**config.mk**
```make
export PLATFORM = sky130hd
export DESIGN_NAME = axi_2x2_switch
export DESIGN_NICKNAME = d
export VERILOG_FILES = /design/src/rtl/axi_2x2_pkg.sv /design/src/rtl/axi_2x2_txn_cnt.sv /design/src/rtl/axi_2x2_switch.sv
export SDC_FILE = /design/constraint.sdc
export NUM_CORES = 1
export LEC_CHECK = 0
export CAP_MARGIN = 20
export CORE_AREA = 2 2 140 142
export DETAILED_ROUTE_END_ITERATION = 10
export DIE_AREA = 0 0 142 144
export GPL_TIMING_DRIVEN = 0
export PLACE_DENSITY = 0.55
export RECOVER_POWER = 50
export SLEW_MARGIN = 5
export SYNTH_ARGS = -nofsm -noshare
export SYNTH_HDL_FRONTEND = slang
export SYNTH_HIERARCHICAL = 1
export SYNTH_SLANG_ARGS = --single-unit
```
**constraint.sdc**
```tcl
create_clock -name axi_clk -period 1.9 [get_ports axi_clk]
set_input_delay 0.38 -clock axi_clk [delete_from_list [all_inputs] [get_ports axi_clk]]
set_output_delay 0.38 -clock axi_clk [all_outputs]
set_load 0.03 [all_outputs]
```
**src/rtl/axi_2x2_pkg.sv**
```systemverilog
// Shared constants for the 2x2 AXI-Lite crossbar: routing encodings,
// outstanding-counter sizing and the OKAY response code.
package axi_2x2_pkg;
    localparam logic       SEL_STRAIGHT = 1'b0;
    localparam logic       SEL_CROSS    = 1'b1;
    localparam int         CNT_W        = 4;
    localparam logic [1:0] OKAY         = 2'b00;
    localparam logic [CNT_W-1:0] CNT_ZERO = {CNT_W{1'b0}};
    localparam logic [CNT_W-1:0] CNT_ONE  = {{(CNT_W-1){1'b0}}, 1'b1};
    localparam logic [CNT_W-1:0] CNT_MAX  = {CNT_W{1'b1}};
endpackage

```
**src/rtl/axi_2x2_txn_cnt.sv**
```systemverilog
// Outstanding-transaction tracker for one subordinate port of the 2x2
// crossbar. Holds saturating write (AW vs B) and read (AR vs R) counts and
// reports whether the port will be quiet after the current edge.
module axi_2x2_txn_cnt
    import axi_2x2_pkg::*;
(
    input  logic clk,
    input  logic rst_n,
    input  logic aw_hs,
    input  logic b_hs,
    input  logic ar_hs,
    input  logic r_hs,
    input  logic awvalid,
    input  logic wvalid,
    input  logic arvalid,
    output logic idle
);
    logic [CNT_W-1:0] wr_cnt_q, wr_cnt_d;
    logic [CNT_W-1:0] rd_cnt_q, rd_cnt_d;

    // Saturating up/down step; simultaneous inc and dec cancel out.
    function automatic logic [CNT_W-1:0] cnt_step(input logic [CNT_W-1:0] c,
                                                  input logic inc,
                                                  input logic dec);
        logic [CNT_W-1:0] n;
        n = c;
        if (inc && !dec && (c != CNT_MAX)) begin
            n = c + CNT_ONE;
        end else if (dec && !inc && (c != CNT_ZERO)) begin
            n = c - CNT_ONE;
        end else begin
            n = c;
        end
        return n;
    endfunction

    // Next-count computation and idle flag (idle looks at the post-edge counts).
    always_comb begin
        wr_cnt_d = cnt_step(wr_cnt_q, aw_hs, b_hs);
        rd_cnt_d = cnt_step(rd_cnt_q, ar_hs, r_hs);
        idle     = (wr_cnt_d == CNT_ZERO) && (rd_cnt_d == CNT_ZERO) &&
                   !awvalid && !wvalid && !arvalid;
    end

    // Counter registers.
    always_ff @(posedge clk or negedge rst_n) begin
        if (!rst_n) begin
            wr_cnt_q <= CNT_ZERO;
            rd_cnt_q <= CNT_ZERO;
        end else begin
            wr_cnt_q <= wr_cnt_d;
            rd_cnt_q <= rd_cnt_d;
        end
    end
endmodule

```
**src/rtl/axi_2x2_switch.sv**
```systemverilog
// Registered-select 2x2 crossbar for single-beat AXI-Lite buses.
// sel=0 routes in0<->out0 / in1<->out1, sel=1 swaps them; each rising edge
// with switch_sel high inverts sel. Datapath is pure combinational passthrough.
// Optional build macro AXI_2X2_SAFE_SWITCH_EN: a switch request is held pending,
// new AW/W/AR are blocked, and sel only flips once both out ports are idle.
module axi_2x2_switch
    import axi_2x2_pkg::*;
#(
    parameter  int AXI_ADDR_WIDTH = 20,
    parameter  int AXI_DATA_WIDTH = 16,
    localparam int STRB_W         = (AXI_DATA_WIDTH + 7) / 8
) (
    input  logic                      axi_clk,
    input  logic                      axi_rst_n,
    input  logic                      switch_sel,
    output logic                      sel,
    input  logic [AXI_ADDR_WIDTH-1:0] in0_axi_awaddr, in1_axi_awaddr,
    input  logic                      in0_axi_awvalid, in1_axi_awvalid,
    input  logic [AXI_DATA_WIDTH-1:0] in0_axi_wdata, in1_axi_wdata,
    input  logic [STRB_W-1:0]         in0_axi_wstrb, in1_axi_wstrb,
    input  logic                      in0_axi_wvalid, in1_axi_wvalid,
    input  logic                      in0_axi_bready, in1_axi_bready,
    input  logic [AXI_ADDR_WIDTH-1:0] in0_axi_araddr, in1_axi_araddr,
    input  logic                      in0_axi_arvalid, in1_axi_arvalid,
    input  logic                      in0_axi_rready, in1_axi_rready,
    output logic                      in0_axi_awready, in1_axi_awready,
    output logic                      in0_axi_wready, in1_axi_wready,
    output logic [1:0]                in0_axi_bresp, in1_axi_bresp,
    output logic                      in0_axi_bvalid, in1_axi_bvalid,
    output logic                      in0_axi_arready, in1_axi_arready,
    output logic [AXI_DATA_WIDTH-1:0] in0_axi_rdata, in1_axi_rdata,
    output logic [1:0]                in0_axi_rresp, in1_axi_rresp,
    output logic                      in0_axi_rvalid, in1_axi_rvalid,
    output logic [AXI_ADDR_WIDTH-1:0] out0_axi_awaddr, out1_axi_awaddr,
    output logic                      out0_axi_awvalid, out1_axi_awvalid,
    output logic [AXI_DATA_WIDTH-1:0] out0_axi_wdata, out1_axi_wdata,
    output logic [STRB_W-1:0]         out0_axi_wstrb, out1_axi_wstrb,
    output logic                      out0_axi_wvalid, out1_axi_wvalid,
    output logic                      out0_axi_bready, out1_axi_bready,
    output logic [AXI_ADDR_WIDTH-1:0] out0_axi_araddr, out1_axi_araddr,
    output logic                      out0_axi_arvalid, out1_axi_arvalid,
    output logic                      out0_axi_rready, out1_axi_rready,
    input  logic                      out0_axi_awready, out1_axi_awready,
    input  logic                      out0_axi_wready, out1_axi_wready,
    input  logic [1:0]                out0_axi_bresp, out1_axi_bresp,
    input  logic                      out0_axi_bvalid, out1_axi_bvalid,
    input  logic                      out0_axi_arready, out1_axi_arready,
    input  logic [AXI_DATA_WIDTH-1:0] out0_axi_rdata, out1_axi_rdata,
    input  logic [1:0]                out0_axi_rresp, out1_axi_rresp,
    input  logic                      out0_axi_rvalid, out1_axi_rvalid
);
    logic sel_q, sel_d;
    logic x_s;     // crossed routing active
    logic gate_s;  // request valids / readies blocked while a switch waits

    assign x_s = (sel_q == SEL_CROSS);
    assign sel = sel_q;

    // Request path: each out port carries its mapped in port's fields.
    assign out0_axi_awaddr  = x_s ? in1_axi_awaddr : in0_axi_awaddr;
    assign out1_axi_awaddr  = x_s ? in0_axi_awaddr : in1_axi_awaddr;
    assign out0_axi_awvalid = ~gate_s & (x_s ? in1_axi_awvalid : in0_axi_awvalid);
    assign out1_axi_awvalid = ~gate_s & (x_s ? in0_axi_awvalid : in1_axi_awvalid);
    assign out0_axi_wdata   = x_s ? in1_axi_wdata : in0_axi_wdata;
    assign out1_axi_wdata   = x_s ? in0_axi_wdata : in1_axi_wdata;
    assign out0_axi_wstrb   = x_s ? in1_axi_wstrb : in0_axi_wstrb;
    assign out1_axi_wstrb   = x_s ? in0_axi_wstrb : in1_axi_wstrb;
    assign out0_axi_wvalid  = ~gate_s & (x_s ? in1_axi_wvalid : in0_axi_wvalid);
    assign out1_axi_wvalid  = ~gate_s & (x_s ? in0_axi_wvalid : in1_axi_wvalid);
    assign out0_axi_bready  = x_s ? in1_axi_bready : in0_axi_bready;
    assign out1_axi_bready  = x_s ? in0_axi_bready : in1_axi_bready;
    assign out0_axi_araddr  = x_s ? in1_axi_araddr : in0_axi_araddr;
    assign out1_axi_araddr  = x_s ? in0_axi_araddr : in1_axi_araddr;
    assign out0_axi_arvalid = ~gate_s & (x_s ? in1_axi_arvalid : in0_axi_arvalid);
    assign out1_axi_arvalid = ~gate_s & (x_s ? in0_axi_arvalid : in1_axi_arvalid);
    assign out0_axi_rready  = x_s ? in1_axi_rready : in0_axi_rready;
    assign out1_axi_rready  = x_s ? in0_axi_rready : in1_axi_rready;

    // Response path: each in port sees its mapped out port's fields.
    assign in0_axi_awready = ~gate_s & (x_s ? out1_axi_awready : out0_axi_awready);
    assign in1_axi_awready = ~gate_s & (x_s ? out0_axi_awready : out1_axi_awready);
    assign in0_axi_wready  = ~gate_s & (x_s ? out1_axi_wready : out0_axi_wready);
    assign in1_axi_wready  = ~gate_s & (x_s ? out0_axi_wready : out1_axi_wready);
    assign in0_axi_bresp   = x_s ? out1_axi_bresp : out0_axi_bresp;
    assign in1_axi_bresp   = x_s ? out0_axi_bresp : out1_axi_bresp;
    assign in0_axi_bvalid  = x_s ? out1_axi_bvalid : out0_axi_bvalid;
    assign in1_axi_bvalid  = x_s ? out0_axi_bvalid : out1_axi_bvalid;
    assign in0_axi_arready = ~gate_s & (x_s ? out1_axi_arready : out0_axi_arready);
    assign in1_axi_arready = ~gate_s & (x_s ? out0_axi_arready : out1_axi_arready);
    assign in0_axi_rdata   = x_s ? out1_axi_rdata : out0_axi_rdata;
    assign in1_axi_rdata   = x_s ? out0_axi_rdata : out1_axi_rdata;
    assign in0_axi_rresp   = x_s ? out1_axi_rresp : out0_axi_rresp;
    assign in1_axi_rresp   = x_s ? out0_axi_rresp : out1_axi_rresp;
    assign in0_axi_rvalid  = x_s ? out1_axi_rvalid : out0_axi_rvalid;
    assign in1_axi_rvalid  = x_s ? out0_axi_rvalid : out1_axi_rvalid;

`ifdef AXI_2X2_SAFE_SWITCH_EN
    logic pend_q, pend_d;
    logic idle0_s, idle1_s;

    assign gate_s = pend_q;

    axi_2x2_txn_cnt u_cnt0 (
        .clk     (axi_clk),
        .rst_n   (axi_rst_n),
        .aw_hs   (out0_axi_awvalid & out0_axi_awready),
        .b_hs    (out0_axi_bvalid & out0_axi_bready),
        .ar_hs   (out0_axi_arvalid & out0_axi_arready),
        .r_hs    (out0_axi_rvalid & out0_axi_rready),
        .awvalid (out0_axi_awvalid),
        .wvalid  (out0_axi_wvalid),
        .arvalid (out0_axi_arvalid),
        .idle    (idle0_s)
    );

    axi_2x2_txn_cnt u_cnt1 (
        .clk     (axi_clk),
        .rst_n   (axi_rst_n),
        .aw_hs   (out1_axi_awvalid & out1_axi_awready),
        .b_hs    (out1_axi_bvalid & out1_axi_bready),
        .ar_hs   (out1_axi_arvalid & out1_axi_arready),
        .r_hs    (out1_axi_rvalid & out1_axi_rready),
        .awvalid (out1_axi_awvalid),
        .wvalid  (out1_axi_wvalid),
        .arvalid (out1_axi_arvalid),
        .idle    (idle1_s)
    );

    // Flip sel once both ports drain; otherwise remember the request.
    always_comb begin
        sel_d  = sel_q;
        pend_d = pend_q;
        if ((switch_sel || pend_q) && idle0_s && idle1_s) begin
            sel_d  = ~sel_q;
            pend_d = 1'b0;
        end else if (switch_sel) begin
            pend_d = 1'b1;
        end else begin
            pend_d = pend_q;
        end
    end

    // Pending-switch register.
    always_ff @(posedge axi_clk or negedge axi_rst_n) begin
        if (!axi_rst_n) begin
            pend_q <= 1'b0;
        end else begin
            pend_q <= pend_d;
        end
    end
`else
    assign gate_s = 1'b0;

    // Unconditional toggle on every sampled switch request.
    always_comb begin
        sel_d = sel_q;
        if (switch_sel) begin
            sel_d = ~sel_q;
        end else begin
            sel_d = sel_q;
        end
    end
`endif

    // Routing-select register.
    always_ff @(posedge axi_clk or negedge axi_rst_n) begin
        if (!axi_rst_n) begin
            sel_q <= SEL_STRAIGHT;
        end else begin
            sel_q <= sel_d;
        end
    end
endmodule

```
==> results_tabular.tex <==
\begin{tabular}{lr}
\hline
Metric & Value \\
\hline
\multicolumn{2}{l}{\textbf{Run status}} \\
\quad Run status & finished, final reports clean \\
\multicolumn{2}{l}{\textbf{Placement}} \\
\quad PortBufs & 355 \\
\quad Post-Place Setup Slack & -336.5 ps \\
\quad Post-placement cell count & 791 \\
\quad Routability cong. & 0.8810 \\
\quad Placed Instance Area & 6555 um2 \\
\quad Half-perimeter wire length after detailed placement & 11.32 mm \\
\multicolumn{2}{l}{\textbf{GRT}} \\
\quad GRT overflow & 0 \\
\quad Pin count of the biggest net entering global routing & 11 \\
\quad Number of antenna violations at the first check in global routing & 0 \\
\quad First-pass GRT wire length & 18.03 mm \\
\quad Number of global-route vias before repair & 3357 \\
\quad Global Route Usage Sum & 0.1094 \\
\multicolumn{2}{l}{\textbf{Clock network}} \\
\quad Buffer count from post-CTS setup fixing & 0 \\
\quad Worst skew pair latency & 0 ps \\
\quad Number of hold buffers added after cts & 0 \\
\quad Worst-path clk slew & 0 ps \\
\multicolumn{2}{l}{\textbf{Yosys}} \\
\quad Post-synthesis register bit count & 1 \\
\quad Post-synthesis instance area & 2704 um2 \\
\quad Number of warnings reported in the yosys synthesis log & 6 \\
\quad Nets in the synthesized netlist & 377 \\
\quad Largest area contributor in the synthesized netlist & mux2\_4 \\
\quad Synth Area per Inst & 13.66 um2 \\
\quad Cells after synthesis & 198 \\
\quad Proportion of synthesized chip area in sequential cells & 0.009255 \\
\quad Synth top area cells & mux2\_4 (72\%), mux2\_2 (19\%), buf\_6 (6.7\%) \\
\quad Portion of synthesized cell area occupied by the leading cell type & 0.7219 \\
\quad Cell variety after synth & 6 \\
\multicolumn{2}{l}{\textbf{Detailed routing}} \\
\quad Average vias per placed instance & 3.956 \\
\quad Via count of the routed design & 3129 \\
\quad Post-detailed-routing wire length & 12.75 mm \\
\quad First-pass detailed-route iteration total & 2 \\
\quad Remaining antenna violation count after routing & 0 \\
\quad Average detailed-routed wire length per instance & 16.12 um \\
\quad Starting DRT DRC Count & 34 \\
\quad DRC Markers & 0 \\
\multicolumn{2}{l}{\textbf{Worst setup path}} \\
\quad Largest driver fanout on the critical path & 2 \\
\quad End of the worst register-to-register path & sel\$\_DFFE\_PN0P\_ \\
\quad Reg-to-reg critical path startpoint & sel\$\_DFFE\_PN0P\_ \\
\quad Critical Path Source Type & input pin \\
\quad Critical Setup Path Class & input pin to primary output \\
\quad Signal arrival time at the worst endpoint & 1500 ps \\
\quad Crit end category & primary output \\
\quad Cell count of the worst reg-to-reg path & 3 \\
\quad Crit path required time & 1520 ps \\
\quad Flop-to-flop setup slack & 870 ps \\
\multicolumn{2}{l}{\textbf{Floorplanning}} \\
\quad Starting density of the core & 0.1417 \\
\quad Floorplan core area & 19080 um2 \\
\quad Floorplan row count & 51 \\
\quad Vertical extent of the die & 144 um \\
\quad DIE WIDTH & 142 um \\
\quad Total Die Area & 20450 um2 \\
\quad Ports placed on the boundary & 356 \\
\multicolumn{2}{l}{\textbf{STA}} \\
\quad Number of max-slew violations in the final report & 0 \\
\quad Unrepaired setup endpoints after global routing & yes \\
\quad Setup violators final & 0 \\
\quad Worst relative slew slack & 0.7750 \\
\quad Transition time of the tightest slew-check pin & 338.8 ps \\
\quad Final critical-path required period & 1879 ps \\
\quad Post-route fraction of the period consumed by the critical path & 0.9891 \\
\quad Setup Skew & 0 ps \\
\quad Highest clock rate & 532.1 MHz \\
\quad Final WS setup & 20.62 ps \\
\quad Fin. Hold Viols & 0 \\
\multicolumn{2}{l}{\textbf{Finish}} \\
\quad Area of the multi-input gates & 2479 um2 \\
\quad Post-route insts no fill & 791 \\
\quad Util after Layout & 0.3520 \\
\quad Fill cell count & 1935 \\
\quad Fin area & 6715 um2 \\
\quad Number of flip-flops in the largest register & 1 \\
\quad Proportion of layout cells with a drive suffix above 1 & 0.5913 \\
\quad Final antenna diode count & 0 \\
\quad Number of nets in the layout & 734 \\
\quad Area growth from synthesis to final layout & 148.4\% \\
\quad Register Area & 25.02 um2 \\
\multicolumn{2}{l}{\textbf{Pwr}} \\
\quad Leak & 0.002962 uW \\
\quad Worst IR Drop VDD & 0.0005018 V \\
\quad Power density over the cells & 1302 nW/um2 \\
\quad Total Power Consumption & 8741 uW \\
\multicolumn{2}{l}{\textbf{Hold path}} \\
\quad Tightest Hold Check Type & input pin to asynchronous set/reset pin \\
\multicolumn{2}{l}{\textbf{Run}} \\
\quad Number of max-cap violations & 0 \\
\hline
\end{tabular}
## timing repair
item,4_1_cts,5_1_grt
setup endpoints to repair,176,100
resized for setup,446,12
cloned,0,0
## cells in the mapped netlist, drive strengths merged
master and number:
xor2 1, buf 20, mux2 176, dfrtp 1
## how the worst max path moves through the flow
stage                       startpoint                  end
detailed placement     sel$_DFFE_PN0P_    out1_axi_wdata[4]
global placement       sel$_DFFE_PN0P_    out1_axi_wdata[4]
finish              out1_axi_rdata[11]    in0_axi_rdata[11]
global route           sel$_DFFE_PN0P_  out1_axi_awaddr[13]
CTS                    sel$_DFFE_PN0P_    out1_axi_wdata[4]
floorplan              sel$_DFFE_PN0P_     in0_axi_rresp[0]
## cells in the final DEF, fill, tap and decap left out, drive strengths merged
cell type	count
buf	16
clkbuf	7
clkdlybuf4s15	128
clkdlybuf4s50	177
dfrtp	1
dlygate4sd2	45
dlygate4sd3	2
mux2	176
xor2	1
## per-stage QoR
stage	TNS (ps)	hold WS (ps)
final	0	597.0
after global routing	0	616.6
after CTS	-76.92	533.5
after detailed placement	-45680	533.5
after global placement	-45140	534.6
after floorplan	0	84.41
## power breakdown
part           switching (uW)  internal (uW)
Combinational            4480           4220
Sequential               8.63           32.8
Clock                       0              0
Total                    4490           4260
## layer usage
layer,part of all wire,track usage,vias to the layer above
met5,0,0,-
met1,0.35,0.1105,1440
li1,-,-,1469
met4,0.016,0.01526,0
met2,0.54,0.2283,208
met3,0.093,0.02616,12
## layout make-up
class                      count  area share
timing repair buffer         355      0.5424
multi-input combinational    177      0.3691
tap                          238     0.04435
buffer                        20     0.04043
sequential                     1    0.003726
## critical path: stages
cell	delay, ps
clkdlybuf4s50_1	470
mux2_2	290
dlygate4sd2_1	350
## cells by family after synthesis
| family | Yosys count | synth area share |
|---|---|---|
| multiplexers | 176 | 0.9135 |
| buffers and inverters | 20 | 0.07404 |
| flip-flops | 1 | 0.009253 |
| XOR/XNOR | 1 | 0.003240 |
No activity file was read; power rests on OpenSTA's default activity.
